File: src/rtl/alu_operand_issue_pkg.sv
// Shared definitions for the ALU operand issue stage.
//   DATA_WIDTH : operand/result width
//   REG_AW     : register index width (x0..x31)
//   alu_op_e   : ALU operation codes; ALU_NOP marks a bubble
//   fwd_hit    : true when a write-back source targets a non-x0 register
package alu_operand_issue_pkg;

    localparam int unsigned DATA_WIDTH = 32;
    localparam int unsigned REG_AW     = 5;

    typedef enum logic [3:0] {
        ALU_ADD  = 4'h0,
        ALU_SUB  = 4'h1,
        ALU_AND  = 4'h2,
        ALU_OR   = 4'h3,
        ALU_XOR  = 4'h4,
        ALU_SLL  = 4'h5,
        ALU_SRL  = 4'h6,
        ALU_SRA  = 4'h7,
        ALU_SLT  = 4'h8,
        ALU_SLTU = 4'h9,
        ALU_NOP  = 4'hF
    } alu_op_e;

    // x0 is hard-wired to zero, so it never matches a producer.
    function automatic logic fwd_hit(
        input logic              wr,
        input logic [REG_AW-1:0] rd,
        input logic [REG_AW-1:0] src
    );
        return wr && (rd == src) && (src != '0);
    endfunction

endpackage

File: src/rtl/alu_operand_issue_fwd_mux.sv
// Operand forwarding mux (combinational).
//   addr            : source register index
//   rf_data         : register file read value
//   exm_*           : EX/MEM producer (highest priority)
//   wb_*            : WB producer
//   data            : resolved operand value
module operand_fwd_mux
    import alu_operand_issue_pkg::*;
#(
    parameter int unsigned DW = DATA_WIDTH
) (
    input  logic [REG_AW-1:0] addr,
    input  logic [DW-1:0]     rf_data,
    input  logic              exm_reg_write,
    input  logic [REG_AW-1:0] exm_rd_addr,
    input  logic [DW-1:0]     exm_data,
    input  logic              wb_reg_write,
    input  logic [REG_AW-1:0] wb_rd_addr,
    input  logic [DW-1:0]     wb_data,
    output logic [DW-1:0]     data
);

    always_comb begin
        data = rf_data;
        if (fwd_hit(exm_reg_write, exm_rd_addr, addr)) begin
            data = exm_data;
        end else if (fwd_hit(wb_reg_write, wb_rd_addr, addr)) begin
            data = wb_data;
        end
    end

endmodule

File: src/rtl/alu_operand_issue.sv
// ID/EX issue stage in front of the ALU.
//   in_*     : decoded instruction, valid/ready handshake (in_ready combinational)
//   exm_*    : EX/MEM in-flight result (forward source, load-use detection)
//   wb_*     : WB in-flight result (forward source)
//   flush    : squash held and incoming instruction
//   out_*    : registered operands/control for the ALU, valid/ready handshake
module alu_operand_issue
    import alu_operand_issue_pkg::*;
#(
    parameter int unsigned DW = DATA_WIDTH
) (
    input  logic              clk,
    input  logic              rst_n,
    input  logic              in_valid,
    output logic              in_ready,
    input  logic [DW-1:0]     in_pc,
    input  logic [DW-1:0]     in_rs1_data,
    input  logic [DW-1:0]     in_rs2_data,
    input  logic [DW-1:0]     in_imm,
    input  logic [REG_AW-1:0] in_rs1_addr,
    input  logic [REG_AW-1:0] in_rs2_addr,
    input  logic              in_rs1_used,
    input  logic              in_rs2_used,
    input  logic [REG_AW-1:0] in_rd_addr,
    input  logic              in_reg_write,
    input  logic [3:0]        in_alu_sel,
    input  logic              in_a_sel,
    input  logic              in_b_sel,
    input  logic              exm_reg_write,
    input  logic              exm_is_load,
    input  logic [REG_AW-1:0] exm_rd_addr,
    input  logic [DW-1:0]     exm_data,
    input  logic              wb_reg_write,
    input  logic [REG_AW-1:0] wb_rd_addr,
    input  logic [DW-1:0]     wb_data,
    input  logic              flush,
    output logic              out_valid,
    input  logic              out_ready,
    output logic [DW-1:0]     out_a,
    output logic [DW-1:0]     out_b,
    output logic [3:0]        out_alu_sel,
    output logic [DW-1:0]     out_rs2_fwd,
    output logic [DW-1:0]     out_pc,
    output logic [REG_AW-1:0] out_rd_addr,
    output logic              out_reg_write
);

    logic [DW-1:0] rs1_fwd;
    logic [DW-1:0] rs2_fwd;
    logic [DW-1:0] a_next;
    logic [DW-1:0] b_next;
    logic          load_use;
    logic          accept;

    operand_fwd_mux #(.DW(DW)) u_fwd_rs1 (
        .addr          (in_rs1_addr),
        .rf_data       (in_rs1_data),
        .exm_reg_write (exm_reg_write),
        .exm_rd_addr   (exm_rd_addr),
        .exm_data      (exm_data),
        .wb_reg_write  (wb_reg_write),
        .wb_rd_addr    (wb_rd_addr),
        .wb_data       (wb_data),
        .data          (rs1_fwd)
    );

    operand_fwd_mux #(.DW(DW)) u_fwd_rs2 (
        .addr          (in_rs2_addr),
        .rf_data       (in_rs2_data),
        .exm_reg_write (exm_reg_write),
        .exm_rd_addr   (exm_rd_addr),
        .exm_data      (exm_data),
        .wb_reg_write  (wb_reg_write),
        .wb_rd_addr    (wb_rd_addr),
        .wb_data       (wb_data),
        .data          (rs2_fwd)
    );

    // A load in EX/MEM has no data yet; a dependent instruction must wait a cycle.
    always_comb begin
        load_use = 1'b0;
        if (in_valid && exm_is_load) begin
            load_use = (in_rs1_used && fwd_hit(exm_reg_write, exm_rd_addr, in_rs1_addr)) ||
                       (in_rs2_used && fwd_hit(exm_reg_write, exm_rd_addr, in_rs2_addr));
        end
    end

    always_comb begin
        a_next = in_a_sel ? in_pc  : rs1_fwd;
        b_next = in_b_sel ? in_imm : rs2_fwd;
    end

    assign in_ready = (!out_valid || out_ready) && !load_use;
    assign accept   = in_valid && in_ready;

    // Bubbles clear only the control fields; data fields keep their last value.
    always_ff @(posedge clk) begin
        if (!rst_n) begin
            out_valid     <= 1'b0;
            out_a         <= '0;
            out_b         <= '0;
            out_rs2_fwd   <= '0;
            out_pc        <= '0;
            out_alu_sel   <= ALU_NOP;
            out_rd_addr   <= '0;
            out_reg_write <= 1'b0;
        end else if (flush) begin
            out_valid     <= 1'b0;
            out_alu_sel   <= ALU_NOP;
            out_reg_write <= 1'b0;
        end else if (accept) begin
            out_valid     <= 1'b1;
            out_a         <= a_next;
            out_b         <= b_next;
            out_rs2_fwd   <= rs2_fwd;
            out_pc        <= in_pc;
            out_alu_sel   <= in_alu_sel;
            out_rd_addr   <= in_rd_addr;
            out_reg_write <= in_reg_write;
        end else if (out_valid && out_ready) begin
            out_valid     <= 1'b0;
            out_alu_sel   <= ALU_NOP;
            out_reg_write <= 1'b0;
        end
    end

endmodule

File: config.mk
export PLATFORM = sky130hd
export DESIGN_NAME = alu_operand_issue
export DESIGN_NICKNAME = d
export VERILOG_FILES = /design/src/rtl/alu_operand_issue_pkg.sv /design/src/rtl/alu_operand_issue_fwd_mux.sv /design/src/rtl/alu_operand_issue.sv
export SDC_FILE = /design/constraint.sdc
export NUM_CORES = 1
export LEC_CHECK = 0
export BUFFER_PORTS_ARGS = -buffer_cell sky130_fd_sc_hd__buf_2
export CORE_AREA = 2 2 144 146
export CTS_BUF_LIST = sky130_fd_sc_hd__clkbuf_2 sky130_fd_sc_hd__clkbuf_4 sky130_fd_sc_hd__clkbuf_8
export CTS_CLUSTER_SIZE = 16
export DETAILED_ROUTE_END_ITERATION = 12
export DIE_AREA = 0 0 146 148
export HOLD_SLACK_MARGIN = 0.15
export PLACE_DENSITY_LB_ADDON = 0.25
export SYNTH_ARGS = -nofsm -noshare
export SYNTH_HDL_FRONTEND = slang
export SYNTH_SLANG_ARGS = --single-unit
File: constraint.sdc
create_clock -name clk -period 2.71 [get_ports clk]
set_input_delay 0.271 -clock clk [delete_from_list [all_inputs] [get_ports clk]]
set_output_delay 0.271 -clock clk [all_outputs]
set_load 0.05 [all_outputs]
# [Word-level counts from Yosys, hierarchy flattened]
# Cells that the tools add are included.
# Widths: inputs -> output; s select.
[totals] latch_bits=0 n_memories=0 wordCells=49 ff_bits=139 ramBits=0 romBits=0 inputBits=234
[op_classes] add_sub_neg=0 mux=12 magnitude_cmp=0 mul=0 div_mod_pow=0 eq_ne=4 bitwise_logic=2 n_shift=0 reduce_logical=23
[ops] op="$mux 32" n=6
[ops] op="$eq 5x5->1" n=4
[ops] op="$logic_and 1x1->1" n=14
[ops] op="$reduce_bool 5->1" n=2
[ops] op="$mux 4" n=2
[ops] op="$mux 1" n=4
[ops] op="$logic_not 1->1" n=2
[ops] op="$logic_or 1x1->1" n=2
[ops] op="$not 1->1" n=2
[ops] op="$reduce_and 2->1" n=1
[ops] op="$reduce_bool 2->1" n=1
[ops] op="$reduce_or 2->1" n=1

# [Logic depth before layout (Yosys ltp)]
[logic_depth] word_depth=10 ltp_mapped=9 depth_no_buf=6

# [Modules after synthesis]
# From an unflattened synthesis, not the netlist that was laid out.
[hier_totals] hier_cells=1050 hier_area_um2=8366.8
[modules_own_cells] mod="alu_operand_issue" area_per_inst_um2=6159.7 cells_each=654 instances=1
[modules_own_cells] mod="operand_fwd_mux" area_per_inst_um2=1103.6 cells_each=198 instances=2

# [Worst setup path after synthesis]
# OpenSTA, ideal clock, no wires.
[synth_path] path_type="register to register" startpoint="register out_valid" endpoint="register out_b[23]" slack_ps=585 path_stages_with_launch=8 period_less_slack_ps=2125 setup_time_ps=74 n_path_buf=2 arrival_ps=2050 path_cell_list="dfxtp_1 nand2b_1 nand2_1 nor3_1 clkbuf_1 clkbuf_1 o31ai_1 a31oi_1"
[synth_via] elab_chain_cells=5
[synth_rtl] element="start, declared" line_no="alu_operand_issue.sv:37" rtl="output logic out_valid,"
[synth_rtl] element="start signal, assigned" line_no="alu_operand_issue.sv:99" rtl="out_valid <= 1'b0;"
[synth_rtl] element="start signal, assigned" line_no="alu_operand_issue.sv:108" rtl="out_valid <= 1'b0;"
[synth_rtl] element="start signal, assigned" line_no="alu_operand_issue.sv:112" rtl="out_valid <= 1'b1;"
[synth_rtl] element="$logic_not 1->1" line_no="alu_operand_issue.sv:93" rtl="assign in_ready = (!out_valid || out_ready) && !load_use;"
[synth_rtl] element="$logic_or 1x1->1" line_no="alu_operand_issue.sv:93"
[synth_rtl] element="$logic_and 1x1->1" line_no="alu_operand_issue.sv:93"
[synth_rtl] element="$logic_and 1x1->1" line_no="alu_operand_issue.sv:94" rtl="assign accept = in_valid && in_ready;"
[synth_rtl] element="$reduce_and 2->1 (no source line)"
[synth_rtl] element="end signal, assigned" line_no="alu_operand_issue.sv:114" rtl="out_b <= b_next;"
[synth_rtl] element="end, declared" line_no="alu_operand_issue.sv:40" rtl="output logic [DW-1:0] out_b,"
# Every way passes these cells.
# A chain may end at the register's enable or synchronous reset.

# [Worst setup path in the final report]
[layout_path] startpoint="input port in_rs2_addr[3]" endpoint="output port in_ready"
[layout_via] elab_chain_cells=8
[layout_rtl] element="start, declared" line_no="alu_operand_issue.sv:21" rtl="input logic [REG_AW-1:0] in_rs2_addr,"
[layout_rtl] element="$eq 5x5->1" line_no="alu_operand_issue_pkg.sv:31" rtl="return wr && (rd == src) && (src != '0);"
[layout_rtl] element="$logic_and 1x1->1" line_no="alu_operand_issue_pkg.sv:31"
[layout_rtl] element="$logic_and 1x1->1 (*)" line_no="alu_operand_issue_pkg.sv:31"
[layout_rtl] element="$logic_and 1x1->1 (*)" line_no="alu_operand_issue.sv:84" rtl="(in_rs2_used && fwd_hit(exm_reg_write, exm_rd_addr, in_rs2_addr));"
[layout_rtl] element="$logic_or 1x1->1 (*)" line_no="alu_operand_issue.sv:83" rtl="load_use = (in_rs1_used && fwd_hit(exm_reg_write, exm_rd_addr, in_rs1_addr)) ||"
[layout_rtl] element="$mux 1 (*)" line_no="alu_operand_issue.sv:82" rtl="if (in_valid && exm_is_load) begin"
[layout_rtl] element="$logic_not 1->1 (*)" line_no="alu_operand_issue.sv:93"
[layout_rtl] element="$logic_and 1x1->1 (*)" line_no="alu_operand_issue.sv:93"
[layout_rtl] element="end, declared" line_no="alu_operand_issue.sv:15" rtl="output logic in_ready,"
# Every way passes the cells marked *; elsewhere a longest branch is shown, timed or not.

==> results.ini <==
[yosys]
synth-edff-count=0
synth_cell_types=39
syn_inst=906
synthTopCellsByArea=dfxtp_1, nand2_1, a221oi_1, or3_1, nor2_1
syn-num-nets=1140
synthFlopType=dfxtp_1
yosys_warnings=0
synth_top_area_share_pct=37.2
yosysSeqAreaShare_pct=37.2
synth_top_cell_by_area=dfxtp_1
synth-async-reset-ratio_pct=0
synth_seq_cells=139
avgSynthCellArea_um2=8.25
syn_area_um2=7470

[pwr]
clkPwrFrac_pct=31.0
total_power_mw=5.68
leakagePower_nw=5.08
power_switching_mw=2.03
p_per_area_nw_per_um2=529
p_sw_share_pct=35.8
power.internal_mw=3.65
p_seq_share_pct=39.8
combinationalPowerShare_pct=29.2
peakVddDrop_uv=266

[sta]
worst_slew_pin_slew_ns=1.13
fin_crit_sh_pct=85.5
min_period_ns=2.32
setup_viol_count_final=0
drv_slew=0
finClkSkew_ns=0.00936
max_freq_ghz=0.431
rsz0062_at_grt=false
final.setup.tns_ns=0
final_hold_viol_count=0
slew_headroom_pct=24.8

[die]
fp-row-count=52
start_util_pct=37.3
die_w_um=146
die_y_um=148
fp.coreArea_um2=20000
die_area_um2=21600
ios=374

[layout]
multiInputGateArea_um2=4270
seqCellArea_um2=2780
final_common_cell=buf_2
synthToLayoutAreaGrowth_pct=43.8
nets=1542
drive_gt1_share_pct=33.9
layout_common_cells=buf_2, dfxtp_1, nand2_1
num-fill-cells=1944

[cts]
htreeDepth=4
cts_setup_buffers=0
cts_buffers=17
clock_path_buffers=2
cts_tree=yes
cts_resized=0
cts_root_buf=clkbuf_8
holdBufCountCts=73
worstSkewPairLatency_ns=0.46
cts_num_sinks=139
clkTransAtPathRegs_ns=0.09

[worst_hold_path]
worstHoldPathCells=4
min_path_type=in -> reg
holdPathEnd=out_rs2_fwd[31]
hp-start=exm_data[31]

[setup_path]
worstPathMaxFanout=6
max_stage_delay_ns=0.54
reg2reg_from=out_valid
reg2reg_depth=6
slowest_stage=or4_1
cp-end-kind=output port
crit_type=in -> out
path_common_cell=buf_2
crit_required_ns=2.44
reg2reg_setup_slack_ns=0.90
critPathArrivalTime_ns=2.05
regToRegEndpoint=out_a[4]
critPathLaunchType=input pin
cp_cell_sequence=buf_2 > or4_1 > nor2_1 > nor4b_2 > o21ai_2 > o21a_1 > buf_2

[grt]
grtUsageTotal_pct=28.7
grt_max_degree=65
grt_pass1_wl_um=48500
globalRoute.totalOverflow=0
grt_pass1_vias=8447
antenna_found_initial=10

[drt]
ant_nets=0
wl_per_cell_um=20.0
vias=8712
viasPerCell=5.45
drt_iter0_drc=769
drc=0
wl_um=32000
dr.pass1.iters=5

[place]
port_buffers=373
place.detailed.hpwl_um=23100
gp_congestion=0.949

[run_status]
status=completed

[job]
max_cap_violations=0

-- metal layers --
layer,track usage (%),routed length (um)
met1,39.5,14000
met2,44.0,14200
met3,7.10,2880
met4,9.81,879
met5,0,18
-- Yosys cell counts (all sizes together), types with 5 or more instances --
| cell type | instances |
|---|---|
| dfxtp | 139 |
| nand2 | 129 |
| nor2 | 111 |
| or3 | 67 |
| and2 | 65 |
| clkbuf | 58 |
| a221oi | 54 |
| mux2i | 41 |
| a22o | 32 |
| a31oi | 32 |
| buf | 32 |
| o311a | 32 |
| o31ai | 32 |
| nor3 | 25 |
| xnor2 | 20 |
| a311oi | 10 |
| inv | 5 |
-- area by class of cell --
cell class	instances	area share, %
multi-input combinational	672	39.7
timing repair buffer	473	27.1
sequential	139	25.9
tap	270	3.14
clock buffer	19	2.43
clock inverter	13	1.30
antenna	8	0.186
inverter	5	0.175
-- logic make-up (layout without fill, tap and decap cells) --
logic type                after synthesis  after routing  synth area share [%]
and+or+nand+nor                       410            410                  26.4
muxes                                  42             42                  5.64
AOI/OAI and AO/OA                     200            200                  22.3
DFF                                   139            139                  37.2
buffers and inverters                  95            510                  6.10
other                                   0              8                     0
xor gates and xnor gates               20             20                  2.34
-- worst max-delay path by stage --
stage	endpoint	cells past startpoint	slack (ns)	start
6_report	in_ready	7	0.39	in_rs2_addr[3]
5_1_grt	in_ready	7	0.30	in_rs2_addr[3]
4_1_cts	in_ready	7	0.40	in_rs2_addr[3]
3_5_place_dp	out_a[10]	8	0.14	in_rs1_addr[1]
3_3_place_gp	out_a[10]	8	0.17	in_rs1_addr[1]
2_1_floorplan	out_b[23]	7	0.59	out_valid
-- critical path: cells and delay by family --
kind / cells / cell delay, ns
buffers and inverters: 2 / 0.38
AOI/OAI and AO/OA: 2 / 0.47
and+or+nand+nor: 3 / 0.93
-- flip-flops by register name, indices dropped and copies added (netlist names) --
signal / cells
out_pc: 32
out_a: 32
out_reg_write: 1
out_valid: 1
out_rs2_fwd: 32
out_rd_addr: 5
out_b: 32
out_alu_sel: 4
-- metrics by stage --
stage	std cells	instance area, um2	setup slack [ns]	hold WS, ns	util (%)
6_report	1599	10700	0.392	0.175	53.6
4_1_cts	1591	10700	0.398	0.151	53.5
3_3_place_gp	1486	9590	0.172	0.439	47.9
2_1_floorplan	906	7470	0.585	0.413	-
3_5_place_dp	1486	9590	0.144	0.444	47.9
5_1_grt	1599	10700	0.304	0.188	53.6
-- power by group through the flow --
stage	clock network [mW]	logic [mW]	registers (mW)
5_1_grt	1.88	1.76	2.28
6_report	1.76	1.66	2.26
3_5_place_dp	0	1.56	2.30
2_1_floorplan	0	0.544	2.79
4_1_cts	1.80	1.65	2.26
3_3_place_gp	0	1.55	2.30
(Power assumes the default switching activity.)
